<file path="config.mk">
export PLATFORM = sky130hd
export DESIGN_NAME = fetch_unit
export DESIGN_NICKNAME = d
export VERILOG_FILES = /design/src/rtl/fetch_unit.sv
export SDC_FILE = /design/constraint.sdc
export NUM_CORES = 1
export LEC_CHECK = 0
export CAP_MARGIN = 10
export CORE_ASPECT_RATIO = 1.2
export CORE_MARGIN = 3
export CORE_UTILIZATION = 31
export CTS_BUF_LIST = sky130_fd_sc_hd__clkbuf_4 sky130_fd_sc_hd__clkbuf_8
export DETAILED_ROUTE_END_ITERATION = 10
export GPL_TIMING_DRIVEN = 0
export PLACE_DENSITY_LB_ADDON = 0.05
export SYNTH_ARGS = -nofsm -noshare
export SYNTH_HDL_FRONTEND = slang
export SYNTH_SLANG_ARGS = --single-unit
</file>
<file path="constraint.sdc">
create_clock -name clk -period 1.95 [get_ports clk]
set_clock_uncertainty 0.15 [all_clocks]
set_input_delay 0.2925 -clock clk [delete_from_list [all_inputs] [get_ports clk]]
set_output_delay 0.2925 -clock clk [all_outputs]
set_load 0.02 [all_outputs]
</file>
<file path="src/rtl/fetch_unit.sv">
// Instruction fetch stage: owns the PC, reads instruction memory through a
// request/valid handshake and hands each instruction to the control unit.
module fetch_unit #(
    parameter logic [15:0] RESET_PC = 16'h0000
) (
    input  logic        clk,
    input  logic        rst,
    output logic        imem_req,
    output logic [15:0] imem_addr,
    input  logic [15:0] imem_rdata,
    input  logic        imem_valid,
    input  logic        pc_2_en,
    input  logic        branch_en,
    input  logic [15:0] branch_target,
    output logic [15:0] instruction,
    output logic        inst_load,
    output logic [15:0] pc,
    output logic        align_err
);

    typedef enum logic [1:0] {
        IDLE   = 2'd0,
        FETCH  = 2'd1,
        ISSUED = 2'd2
    } state_t;

    state_t state;

    function automatic logic [15:0] pc_plus_2(input logic [15:0] cur);
        return cur + 16'd2;
    endfunction

    // Request is decoded from the state register, so reset drops it at once.
    assign imem_req  = (state == FETCH);
    assign imem_addr = pc;

    always_ff @(posedge clk or posedge rst) begin
        if (rst) begin
            state       <= IDLE;
            pc          <= RESET_PC;
            instruction <= 16'h0000;
            inst_load   <= 1'b0;
            align_err   <= 1'b0;
        end else begin
            inst_load <= 1'b0;
            align_err <= 1'b0;
            case (state)
                IDLE: begin
                    state <= FETCH;
                end
                FETCH: begin
                    if (imem_valid) begin
                        instruction <= imem_rdata;
                        inst_load   <= 1'b1;
                        state       <= ISSUED;
                    end
                end
                ISSUED: begin
                    // Branch beats sequential advance; an odd target is realigned and flagged.
                    if (branch_en) begin
                        pc        <= {branch_target[15:1], 1'b0};
                        align_err <= branch_target[0];
                        state     <= FETCH;
                    end else if (pc_2_en) begin
                        pc    <= pc_plus_2(pc);
                        state <= FETCH;
                    end
                end
                default: begin
                    state <= IDLE;
                end
            endcase
        end
    end

endmodule
</file>
==> metrics.yaml <==
outcome:
  status: "finished, final reports clean"
clock_network:
  clockBufferDepth: 2
  path_clk_slew_ns: 0.07
  cts-root-buf: "clkbuf_8"
  htreeDepth: 2
  clock_sinks: 35
  cts_tree: "done"
  numCtsBuffers: 5
  clock_latency_ns: 0.28
routing:
  wl_per_cell_um: 13.9
  final_antenna_net_count: 0
  routed_wl_mm: 4.82
  drc_errors: 0
  first_iter_violations: 63
  via_count: 1675
  drt_first_pass_iters: 4
  drt-vias-per-instance: 4.84
finish:
  postLayoutCoreUtil_pct: 51.5
  fill_cells: 541
  area_growth_pct: 60.0
  layout-drive-gt1-share_pct: 27.4
  final_nets: 303
  antenna_cells: 0
power_and_ir_drop:
  p_switching_w: 0.00156
  p_int_w: 0.00257
  power.share.clock_pct: 14.6
  combPwrFrac_pct: 52.6
  p_per_area_mw_per_mm2: 1400
  worst_ir_drop_vdd_mv: 0.559
  swShare_pct: 37.7
  sequentialPowerShare_pct: 32.8
  leakage_nw: 1.20
sta:
  maxSlewViolCount: 0
  fin_crit_ns: 1.90
  hold_viol_final: 0
  tightest_slew_ns: 0.769
  final.period_utilization_pct: 97.3
  slew_headroom_pct: 48.7
  fin_tns_setup_ns: 0
  setup_viol: 0
  max_freq_mhz: 527
synth:
  syn_inst: 170
  ys_ff_latch: 35
  ys_top_cells_by_area: "dfrtp_1, mux2_2, buf_4"
  yosys.area.top_type: "dfrtp_1"
  ys.flop_type: "dfrtp_1"
  yosys.area_share.adder_pct: 0.681
  yosysMostFrequentCell: "dfrtp_1"
  muxShareOfSynthArea_pct: 10.9
  yosys_warnings: 0
  synth_edf_count: 0
  synth_common_cells: "dfrtp_1, buf_4, mux2_2"
  synth_xor_area_share_pct: 0
  synth_compound_area_share_pct: 16.7
  synth_cell_types: 48
  syn_area_sq_mm: 0.00184
  async_flop_share_pct: 100
  synth_top_family_by_area: "compound AO/OA/AOI/OAI gates"
  syn_avg_cell_area_sq_um: 10.8
  synth-seq-area-share_pct: 47.7
  netlist.area_leader.share_pct: 47.7
  synth-simple-area-share_pct: 13.8
die:
  die_height_um: 90.4
  core_sq_mm: 0.00571
  num_rows: 30
  die-area_sq_mm: 0.00689
  die_w_um: 76.3
  initial_utilization_pct: 32.2
  io_pins: 88
worst_setup_path:
  cpLargestDelayFamily: "buffers and inverters"
  crit_type: "flip-flop to output pin"
  cp-start-kind: "flip-flop"
  cp_slowest_stage_delay_ns: 0.59
  path_cells: "buf_4, clkdlybuf4s50_1"
  cp_data_arrival_time_ns: 1.45
  worstPathMaxFanout: 7
  rr_startpoint: "imem_addr[1]"
  cp_num_buf_inv: 2
  worstSetupStartpoint: "imem_addr[4]"
  end_kind: "output pin"
  slowest_stage: "clkdlybuf4s50_1"
  required_ns: 1.51
place:
  dp_hpwl_mm: 3.49
  numPortBuffers: 85
  gp_congestion: 0.757
global_routing:
  busiest_layer: "met2"
  grt_pass1_vias: 1686
  grt_antenna_before_repair: 0
  grt.met2_usage_pct: 23.9
  grt_overflow_total: 0
  grt_max_degree: 36
  grt_pass1_wl_mm: 7.96
  grtUsageMet1_pct: 16.4
  track_usage_pct: 14.1
  grt_use_met3_pct: 4.79
run:
  drv_cap: 0
hold_path:
  hold_path_class: "primary input to async pin"
==> layer usage <==
layer	share of wire [%]	vias up
li1	-	801
met1	43	814
met2	49	56
met3	6.8	4
met4	0.75	0
met5	0	-
==> metrics by stage <==
step                instances  total power (W)  setup WS [ns]  hold WS (ns)  cell area [sq um]
floorplan                 171          0.00246         0.0292         0.271               1840
global placement          336          0.00349         -0.387         0.337               2790
detailed placement        336          0.00350         -0.371         0.343               2790
CTS                       344          0.00413        0.00125         0.345               2910
global route              346          0.00438       -0.00736         0.374               2940
finish                    346          0.00412         0.0533         0.314               2940
==> worst register-to-register path: stages, from the launching register on <==
cell and delay (ns):
dfrtp_2 0.44, ha_2 0.23, nand3_2 0.17, or4_4 0.53, nand3_1 0.11, o311ai_2 0.10
==> placed cells by master, fill, tap and decap left out, types with 3 or more instances in the layout <==
cell             synthesis  layout
o21ai_0                 14      14
nor2_1                   8       8
a21oi_1                  8       8
nand2_1                  6       6
nand3_1                  5       5
dfrtp_2                  0      12
clkbuf_8                 0       7
mux2_2                  16      16
clkdlybuf4s50_1          0      83
dfrtp_1                 35      23
o311ai_0                 3       3
buf_2                    4       4
a22oi_1                  5       5
buf_4                   17      19
inv_1                    5       4
==> repair_timing <==
item                       CTS  global route
hold buffers                 0             0
setup buffers                0             2
setup endpoints to repair   11            11
resized for setup            8             9
==> worst paths after layout <==
path,end,slack [ns],cells after the start
max in group asynchronous,imem_addr[9],0.80,2
worst max register to register,imem_addr[13],0.09,5
worst max-delay path,pc[4],0.05,2
worst min register to register,instruction[14],0.35,1
worst min-delay path,imem_addr[3],0.31,2
min in group clk,instruction[14],0.35,1
==> final cells by class <==
| type | count | area, sq um | area share (%) |
|---|---|---|---|
| flip-flops and latches | 35 | 891 | 30.3 |
| repair buffers | 87 | 867 | 29.5 |
| well taps | 80 | 100 | 3.40 |
| multi-input cells | 107 | 793 | 27.0 |
| inverters | 6 | 22.5 | 0.766 |
| clock buffers | 8 | 104 | 3.53 |
| plain buffers | 23 | 163 | 5.53 |
==> logic make-up (layout without fill, tap and decap cells) <==
logic type               after synthesis  in the layout
adder cells (fa/ha/maj)                1              1
flip-flops                            35             35
multiplexers                          18             18
other                                  1              2
AO/OA/AOI/OAI                         45             45
AND/OR/NAND/NOR                       41             41
buffers and inverters                 29            124
==> power groups by stage <==
stage	Clock, W	Combinational [W]	Sequential [W]
finish	0.000601	0.00217	0.00135
global route	0.000650	0.00231	0.00142
CTS	0.000625	0.00216	0.00135
detailed placement	0	0.00215	0.00135
global placement	0	0.00216	0.00133
floorplan	0	0.000806	0.00166
==> sequential cells by signal, summed over array words and instances, names as in the netlist <==
register,flops
state,2
instruction,16
imem_addr,15
align_err,1
inst_load,1
Power figures use the tool's default switching activity.
